File: src/rtl/regfile_pkg.sv
`default_nettype none
// +----------------------------------------------------------------------+
// | Module   : regfile_pkg                                               |
// | Purpose  : Shared helpers for the scoreboarded register file: PC     |
// |            index, address width and the busy-vector container type.  |
// | Revision : 1.0 - initial release                                     |
// +----------------------------------------------------------------------+
package regfile_pkg;

  // Busy vectors are carried in a fixed-width container; only the low
  // NREGS-1 bits of it are ever set by the scoreboard.
  localparam int MAX_NREGS = 64;
  localparam int BUSY_IW   = $clog2(MAX_NREGS);

  typedef logic [MAX_NREGS-1:0] busy_vec_t;

  // The PC always lives in the highest register index.
  function automatic int pc_index(input int nregs);
    return nregs - 1;
  endfunction

  // Register address width; never narrower than one bit.
  function automatic int addr_width(input int nregs);
    return (nregs > 1) ? $clog2(nregs) : 1;
  endfunction

endpackage
`default_nettype wire

File: src/rtl/regfile_scoreboard.sv
`default_nettype none
// +----------------------------------------------------------------------+
// | Module   : regfile_scoreboard                                        |
// | Purpose  : Busy bits, issue acceptance, pending count and sticky     |
// |            writeback-error flag for the register file.               |
// | Revision : 1.0 - initial release                                     |
// +----------------------------------------------------------------------+
module regfile_scoreboard
  import regfile_pkg::*;
#(
  parameter  int NREGS = 16,
  localparam int AW    = addr_width(NREGS)
) (
  input  logic          clk,
  input  logic          rst,
  input  logic          wr_en,
  input  logic [AW-1:0] wr_addr,
  input  logic          iss_en,
  input  logic [AW-1:0] iss_addr,
  output logic          wr_ok,
  output logic          iss_ok,
  output busy_vec_t     busy,
  output logic [AW:0]   pend_cnt,
  output logic          wb_err
);

  localparam logic [AW-1:0] c_pc_addr = AW'(pc_index(NREGS));
  localparam logic [AW:0]   c_one     = (AW+1)'(1);

  busy_vec_t             r_busy;
  busy_vec_t             w_busy_nxt;
  logic [AW:0]           r_cnt;
  logic                  r_err;
  logic [BUSY_IW-1:0]    w_wr_idx;
  logic [BUSY_IW-1:0]    w_iss_idx;
  logic                  w_same;
  logic                  w_inc;
  logic                  w_dec;

  assign w_wr_idx  = BUSY_IW'(wr_addr);
  assign w_iss_idx = BUSY_IW'(iss_addr);

  // Writebacks to the PC index are silently dropped; nothing is accepted in reset.
  assign wr_ok  = !rst && wr_en && (wr_addr < c_pc_addr);
  assign w_same = wr_ok && (wr_addr == iss_addr);
  // A busy destination may be re-issued when its writeback lands this cycle.
  assign iss_ok = !rst && iss_en && (iss_addr < c_pc_addr) &&
                  (!r_busy[w_iss_idx] || w_same);

  // Clear on writeback first so a same-cycle issue to that register wins.
  always_comb begin
    w_busy_nxt = r_busy;
    if (wr_ok)  w_busy_nxt[w_wr_idx]  = 1'b0;
    if (iss_ok) w_busy_nxt[w_iss_idx] = 1'b1;
  end

  // An accepted issue always makes one more register busy; a writeback only
  // retires one when its target was actually busy.
  assign w_inc = iss_ok;
  assign w_dec = wr_ok && r_busy[w_wr_idx];

  // Scoreboard state: busy bits, running popcount and sticky error.
  always_ff @(posedge clk) begin
    if (rst) begin
      r_busy <= '0;
      r_cnt  <= '0;
      r_err  <= 1'b0;
    end else begin
      r_busy <= w_busy_nxt;
      case ({w_inc, w_dec})
        2'b10:   r_cnt <= r_cnt + c_one;
        2'b01:   r_cnt <= r_cnt - c_one;
        default: r_cnt <= r_cnt;
      endcase
      r_err  <= r_err | (wr_ok && !r_busy[w_wr_idx]);
    end
  end

  assign busy     = r_busy;
  assign pend_cnt = r_cnt;
  assign wb_err   = r_err;

endmodule
`default_nettype wire

File: src/rtl/regfile_sb.sv
`default_nettype none
// +----------------------------------------------------------------------+
// | Module   : regfile_sb                                                |
// | Purpose  : Multi-read-port register file with PC at the top index    |
// |            and an issue/writeback scoreboard.                        |
// | Options  : REGFILE_BYPASS_EN - forward same-cycle writeback data to  |
// |            matching read ports (and report them not busy).           |
// | Revision : 1.0 - initial release                                     |
// +----------------------------------------------------------------------+
module regfile_sb
  import regfile_pkg::*;
#(
  parameter  int DATA_W = 32,
  parameter  int NREGS  = 16,
  parameter  int NRD    = 3,
  localparam int AW     = addr_width(NREGS)
) (
  input  logic                  clk,
  input  logic                  rst,
  input  logic [NRD*AW-1:0]     rd_addr,
  output logic [NRD*DATA_W-1:0] rd_data,
  output logic [NRD-1:0]        rd_busy,
  input  logic [DATA_W-1:0]     pc_wr,
  output logic [DATA_W-1:0]     pc_rd,
  input  logic                  wr_en,
  input  logic [AW-1:0]         wr_addr,
  input  logic [DATA_W-1:0]     wr_data,
  input  logic                  iss_en,
  input  logic [AW-1:0]         iss_addr,
  output logic                  iss_ok,
  output logic [AW:0]           pend_cnt,
  output logic                  wb_err
);

  localparam logic [AW-1:0] c_pc_addr = AW'(pc_index(NREGS));

  logic [DATA_W-1:0] r_mem [NREGS];
  busy_vec_t         w_busy;
  logic              w_wr_ok;

  regfile_scoreboard #(
    .NREGS (NREGS)
  ) u_scoreboard (
    .clk      (clk),
    .rst      (rst),
    .wr_en    (wr_en),
    .wr_addr  (wr_addr),
    .iss_en   (iss_en),
    .iss_addr (iss_addr),
    .wr_ok    (w_wr_ok),
    .iss_ok   (iss_ok),
    .busy     (w_busy),
    .pend_cnt (pend_cnt),
    .wb_err   (wb_err)
  );

  // Storage: PC reloads every cycle, general registers on accepted writeback.
  always_ff @(posedge clk) begin
    if (rst) begin
      r_mem <= '{default: '0};
    end else begin
      r_mem[c_pc_addr] <= pc_wr;
      if (w_wr_ok) r_mem[wr_addr] <= wr_data;
    end
  end

  assign pc_rd = r_mem[c_pc_addr];

  for (genvar i = 0; i < NRD; i++) begin : g_rd
    logic [AW-1:0]     w_addr;
    logic [DATA_W-1:0] w_data;
    logic              w_bsy;

    assign w_addr = rd_addr[i*AW +: AW];

    // Read mux: general register, PC, or zero for out-of-range addresses.
    always_comb begin
      w_data = '0;
      w_bsy  = 1'b0;
      if (w_addr < c_pc_addr) begin
        w_data = r_mem[w_addr];
        w_bsy  = w_busy[BUSY_IW'(w_addr)];
      end else if (w_addr == c_pc_addr) begin
        w_data = r_mem[c_pc_addr];
      end
`ifdef REGFILE_BYPASS_EN
      if (w_wr_ok && (wr_addr == w_addr)) begin
        w_data = wr_data;
        w_bsy  = 1'b0;
      end
`endif
    end

    assign rd_data[i*DATA_W +: DATA_W] = w_data;
    assign rd_busy[i]                  = w_bsy;
  end

endmodule
`default_nettype wire

File: config.mk
export PLATFORM = sky130hd
export DESIGN_NAME = regfile_sb
export DESIGN_NICKNAME = d
export VERILOG_FILES = /design/src/rtl/regfile_pkg.sv /design/src/rtl/regfile_scoreboard.sv /design/src/rtl/regfile_sb.sv
export SDC_FILE = /design/constraint.sdc
export NUM_CORES = 2
export LEC_CHECK = 0
export BUFFER_PORTS_ARGS = -buffer_cell sky130_fd_sc_hd__buf_2
export CORE_MARGIN = 2
export CORE_UTILIZATION = 50
export DETAILED_ROUTE_END_ITERATION = 10
export MAX_ROUTING_LAYER = met4
export PLACE_DENSITY = 0.71
export SKIP_LAST_GASP = 1
export SLEW_MARGIN = 40
export SYNTH_ARGS = -nofsm -noshare
export SYNTH_HDL_FRONTEND = slang
export SYNTH_SLANG_ARGS = --single-unit
File: constraint.sdc
create_clock -name clk -period 3.3 [get_ports clk]
set_input_delay 0.66 -clock clk [delete_from_list [all_inputs] [get_ports clk]]
set_output_delay 0.66 -clock clk [all_outputs]
set_load 0.005 [all_outputs]
# Yosys cells after proc, flatten, opt, wreduce, memory -nomap -nowiden

Index checks and enable logic that the tools add are counted.

Input bits: 88
Output and inout port bits: 138
Register bits after elaboration: 582

$add $sub $neg: 2
Bitwise operators: 8
Equality and inequality tests: 6
Muxes and demuxes: 39
Magnitude comparators: 17
Reduce and logical (&&, ||, !) cells: 16

Operators with widths:

| kind                                                 | number |
|---|---|
| bitwise mux 512 bit                                  | 1 |
| 2-to-1 mux 32 bit                                    | 14 |
| binary-select mux 32 bit (select 4 bit)              | 3 |
| demux 32 bit (select 4 bit)                          | 1 |
| 2-to-1 mux 64 bit                                    | 2 |
| bitwise AND 64 bit                                   | 1 |
| NOT 16 -> 64 bit                                     | 1 |
| OR 64 x 16 -> 64 bit                                 | 1 |
| < comparator 4 x 7 -> 1 bit (second input constant)  | 5 |
| binary-select mux 1 bit (select 4 bit)               | 5 |
| >= comparator 5 bit (second input constant)          | 4 |
| < comparator 4 bit (second input constant)           | 5 |
| NOT 4 -> 5 bit                                       | 4 |
| equality test 4 bit (second input constant)          | 3 |
| logical AND 1 bit                                    | 11 |
| 2-to-1 mux 1 bit                                     | 10 |
| one-hot mux 5 bit (2 select lines)                   | 1 |
| demux 1 bit (select 4 bit)                           | 2 |
| >= comparator 4 x 1 -> 1 bit (second input constant) | 2 |
| adder 5 x 1 -> 5 bit (second input constant)         | 1 |
| < comparator 5 x 1 -> 1 bit (second input constant)  | 1 |
| subtractor 5 x 1 -> 5 bit (second input constant)    | 1 |
| equality test 4 bit                                  | 1 |
| logical NOT 1 bit                                    | 3 |
| other kinds (5)                                      | 5 |

# Logic depth before layout (Yosys ltp)

Depth after elaboration: 9
Depth in mapped cells: 14
Depth with buffers taken out: 11

# Modules after synthesis

Synthesis repeated with hierarchy kept, for this count alone.

Cells, all modules: 3,758
Area, all modules: 32,250.9 um2

By module, submodules not included:

| module             | sequential area each (um2) | area an instance (um2) | instances | cells each |
|---|---|---|---|---|
| regfile_sb         | 10,249.8                   | 30,276.5               | 1         | 3,521 |
| regfile_scoreboard | 440.4                      | 1,974.4                | 1         | 237 |

# Least setup slack after synthesis

OpenSTA, ideal clock, no wires.

Kind: input port to flip-flop
Start: in wr_addr[0]
End: reg u_scoreboard.r_cnt[4], in the netlist u_scoreboard.pend_cnt[4]
Setup slack: -187 ps
Stages on the path: 12
Required time: 3,179 ps
Setup time: 121 ps
Arrival: 3,366 ps
Cell sequence: buf_4 > buf_2 > mux4_2 > a211oi_1 > ha_1 > buf_2 > xor2_1 > ha_1 > or3b_2 > a21oi_1 > o21ai_1 > mux2_2

Word-level cells in the longest chain between the ends: 7
Elaborated cells between the ends (all ways): 13

Ends and longest elaborated chain:

| item                                                                     | line                     | source |
|---|---|---|
| start, declared                                                          | regfile_sb.sv:26         | `input logic [AW-1:0] wr_addr,` |
| < comparator 4 bit                                                       | regfile_scoreboard.sv:44 | `assign wr_ok = !rst && wr_en && (wr_addr < c_pc_addr);` |
| logical AND 1 bit                                                        | regfile_scoreboard.sv:44 |  |
| logical AND 1 bit                                                        | regfile_scoreboard.sv:45 | `assign w_same = wr_ok && (wr_addr == iss_addr);` |
| logical OR 1 bit                                                         | regfile_scoreboard.sv:48 | `(!r_busy[w_iss_idx] \|\| w_same);` |
| logical AND 1 bit                                                        | regfile_scoreboard.sv:47 | `assign iss_ok = !rst && iss_en && (iss_addr < c_pc_addr) &&` |
| equality test 2 x 1 -> 1 bit or equality test 2 bit (tied branches)      | regfile_scoreboard.sv:70 | `case ({w_inc, w_dec})` |
| one-hot mux 5 bit (2 select lines) or nonzero test 2 bit (tied branches) | -                        |  |
| end signal, assigned                                                     | regfile_scoreboard.sv:71 | `2'b10: r_cnt <= r_cnt + c_one;` |
| end signal, assigned                                                     | regfile_scoreboard.sv:72 | `2'b01: r_cnt <= r_cnt - c_one;` |
| end signal, assigned                                                     | regfile_scoreboard.sv:73 | `default: r_cnt <= r_cnt;` |
| end, declared                                                            | regfile_scoreboard.sv:32 | `logic [AW:0] r_cnt;` |

Several ways; a longest one is shown, not always the timed one. The select of a mux whose other input is x is not followed.
A chain may end at the register's enable or synchronous reset.

# Final worst setup path

Start: in rd_addr[4]
End: out rd_data[46]

Word-level cells in the longest chain between the ends: 5
Elaborated cells between the ends (all ways): 8

Ends and longest elaborated chain:

| item                                                 | line             | source |
|---|---|---|
| start, declared                                      | regfile_sb.sv:20 | `input logic [NRD*AW-1:0] rd_addr,` |
| NOT 4 -> 5 bit (not written as such)                 | regfile_sb.sv:81 | `w_data = r_mem[w_addr];` |
| binary-select mux 32 bit (select 4 bit)              | regfile_sb.sv:81 |  |
| 2-to-1 mux 32 bit (not written as such) (2 in a row) | regfile_sb.sv:81 |  |
| 2-to-1 mux 32 bit (*)                                | regfile_sb.sv:80 | `if (w_addr < c_pc_addr) begin` |
| end, declared                                        | regfile_sb.sv:21 | `output logic [NRD*DATA_W-1:0] rd_data,` |

Mark *: on every way between the ends. The rest lies on a longest branch, timed or not. The select of a mux whose other input is x is not followed.

==> metrics.md <==
| Metric | Value |
|---|---|
| RR Startpoint | u_scoreboard.busy[15] |
| Worst Path Buf+Inv | 3 |
| Core box area | 63,300 µm² |
| WP data arrival | 2.51 ns |
| Critical path class | input pin to primary output |
| Initial antenna violation count | 13 |
| Cell depth of the worst flop-to-flop path | 11 |
| Avg Inst Size Synth | 9.27 µm² |
| Sequential cell area | 10,700 µm² |
| Max-cap violations | 0 |
| Router iterations before antenna repair | 6 |
| Fmax | 0.315 GHz |
| Grt ovf | 0 |
| Worst setup SP type | input pin |
| Hold path cells | 2 |
| Post-Route WL | 122 mm |
| Filler Cells Inserted | 5,317 |
| Fin. Hold Viols | 0 |
| Share of layout cells above drive strength 1 | 29.2% |
| Leakage | 12.8 nW |
| Worst hold slack | 0.220 ns |
| Worst-Margin Slew | 0.893 ns |
| Final setup TNS | 0 ns |
| Worst IR Drop VDD | 446 µV |
| Critical path's top delay family | multiplexers |
| Die Wd | 258 µm |
| Post-synth EDFFs | 0 |
| CTS max path bufs | 3 |
| Pins over their slew limit | 0 |
| Fin crit share | 96.1% |
| CTS Buf Count | 59 |
| Synth area leader | dfxtp_1 |
| First-pass GRT wire length | 181 mm |
| R2R Setup Slk | 0.41 ns |
| Worst Min Path Start | pc_wr[22] |
| Slew headroom | 40.2% |
| Via/cell ratio | 6.74 |
| Largest net degree at the start of global routing | 173 |
| Crit-path max cell delay | 0.53 ns |
| Initial Util | 50.8% |
| RD Place Congestion | 0.946 |
| Placed cell count | 4,317 |
| Vias in the first global route | 28,600 |
| Clk sinks | 534 |
| Min-delay worst type | input pin to flop |
| Fin util | 58.4% |
| Unique cell type count in the Yosys netlist | 53 |
| Worst-path clk slew | 0.07 ns |
| DR vias | 29,900 |
| Yosys top cell area share | 33.2% |
| CP max stage cell | mux4_2 |
| DRT antenna net count | 0 |
| Initial drt markers | 4,388 |
| DP Wirelength | 75.3 mm |
| CP Max Fanout | 23 |
| Top cells by area, synth | dfxtp_1 (33%), mux4_2 (22%), nand2_1 (12%) |
| CTS Hold Buffers Added | 0 |
| Synth Flop Type | dfxtp_1 |
| CP required | 2.64 ns |
| Yosys warning count | 0 |
| Full die area | 66,400 µm² |
| Port Buf Inserts | 225 |
| Post-Synthesis Cell Area | 32,200 µm² |
| Hold worst-path end | pc_rd[22] |
| Pwr per Cell Area | 425 nW/µm² |
| CTS-repair resized insts | 0 |
| Mapped Nets | 3,559 |
| DRC | 0 |
| Register area share after synthesis | 33.2% |
| Multi-input logic area | 19,600 µm² |
| Total Nets Final | 3,623 |
| # rows | 92 |
| CTS HTree Levels | 2 |
| Postcts setup bufs | 0 |
| Tot GR Track Use | 37.0% |
| Ports | 226 |
| Endpoints failing setup | 0 |
| CTS tree | built |
| Post-Layout Cell Count | 4,439 |
| Synth top cells by count | nand2_1 (989), dfxtp_1 (534), a21oi_1 (488), mux4_2 (307), mux2_2 (194) |
| WL per Instance | 27.4 µm |
| Cell count after synthesis | 3,468 |
| Die Height | 258 µm |
| CP Capture Type | primary output |
| Worst path cell trace | clkbuf_8 > buf_12 > mux4_2 > mux2_2 > o221a_1 > buf_2 |
| Clk Tree Root Cell | clkbuf_16 |
| Status | finished clean |
| Syn-to-layout area delta | 14.9% |
| Final Critical Period | 3.17 ns |
| RSZ-0062 raised after global routing | no |
| Worst-Skew Late Latency | 0.65 ns |
| Reg-to-reg critical path endpoint | u_scoreboard.pend_cnt[4] |
| #FFs+latches synth | 534 |
| Post-synthesis async set-or-reset flop share | 0% |
| Layout Skew | 0.00910 ns |
| Top-count cell post-synth | nand2_1 |
metal layers:
metal	vias up	part of all wire (%)	GRT usage, %
li1	12700	-	-
met1	14500	37	46.7
met2	2250	44	53.7
met3	451	14	9.82
met4	0	5.9	20.8
met5	-	0	-
registers in the layout, summed over array words and instances, names as in the netlist:
register and flops:
pc_rd 32, r_mem 480, u_scoreboard.busy 16, u_scoreboard.pend_cnt 5, u_scoreboard.wb_err 1
metrics by stage:
stage	power, mW	instance area, µm²	worst slack (ns)
2_1_floorplan	7.82	32200	0.0392
3_3_place_gp	8.58	34800	-0.0144
3_5_place_dp	8.59	34800	-0.0557
4_1_cts	15.7	36900	0.163
5_1_grt	16.0	36900	0.109
6_report	15.7	36900	0.127
worst register-to-register path, stage by stage, from the launching register on:
cell	delay [ns]
dfxtp_1	0.39
mux4_2	0.51
mux2i_1	0.21
mux2_4	0.19
o21ai_1	0.09
ha_2	0.21
xor2_1	0.14
ha_2	0.18
or3b_4	0.37
a21oi_2	0.13
o21ai_1	0.08
mux2_2	0.27
placed cells by master, fill, tap and decap left out, types with 10 or more instances in the layout:
master     instances
o221a_1           95
buf_2            212
clkinv_2          10
buf_4            107
buf_12            74
nand2_1          978
mux2i_1           13
dfxtp_1          534
nor2b_1           39
clkbuf_8          22
mux4_2           307
nand2b_1         106
o221ai_1          96
nor2_1            10
diode_2           13
a21oi_1          487
clkbuf_16         61
nand3b_1          13
nand3_1           98
nand2_2           11
mux2_2           193
cell families (layout without fill, tap and decap cells):
group / count (synthesis) / after routing / synth area share, %
multiplexers: 514 / 514 / 28.7
AO/OA/AOI/OAI: 713 / 713 / 14.2
AND/OR/NAND/NOR: 1292 / 1292 / 17.2
XOR/XNOR: 7 / 7 / 0.191
adder cells (fa/ha/maj): 3 / 3 / 0.117
other: 0 / 13 / 0
flip-flops: 534 / 534 / 33.2
buffers and inverters: 405 / 517 / 6.33
where the power goes:
part,leakage [nW],switching (mW),internal (mW)
clock network,1.04,2.87,4.33
registers,4.31,0.0963,6.52
logic,7.43,1.14,0.754
total,12.8,4.11,11.6
layout make-up:
cell class	instances	share of cell area, %
inverters	6	0.0610
flip-flops and latches	534	28.9
multi-input cells	2529	52.9
clock inverters	21	0.792
diodes	13	0.0881
well taps	846	2.87
repair buffers	402	9.40
clock buffers	88	4.92
worst max path at each step:
stage,endpoint,from,cells after the start
final,rd_data[46],rd_addr[4],6
after global routing,rd_data[17],rd_addr[0],6
after CTS,rd_data[23],rd_addr[0],6
after detailed placement,u_scoreboard.pend_cnt[4],iss_addr[0],12
after global placement,u_scoreboard.pend_cnt[4],iss_addr[0],12
after floorplan,u_scoreboard.pend_cnt[4],iss_addr[0],13
Note: power is estimated with default switching activity, not from simulation.
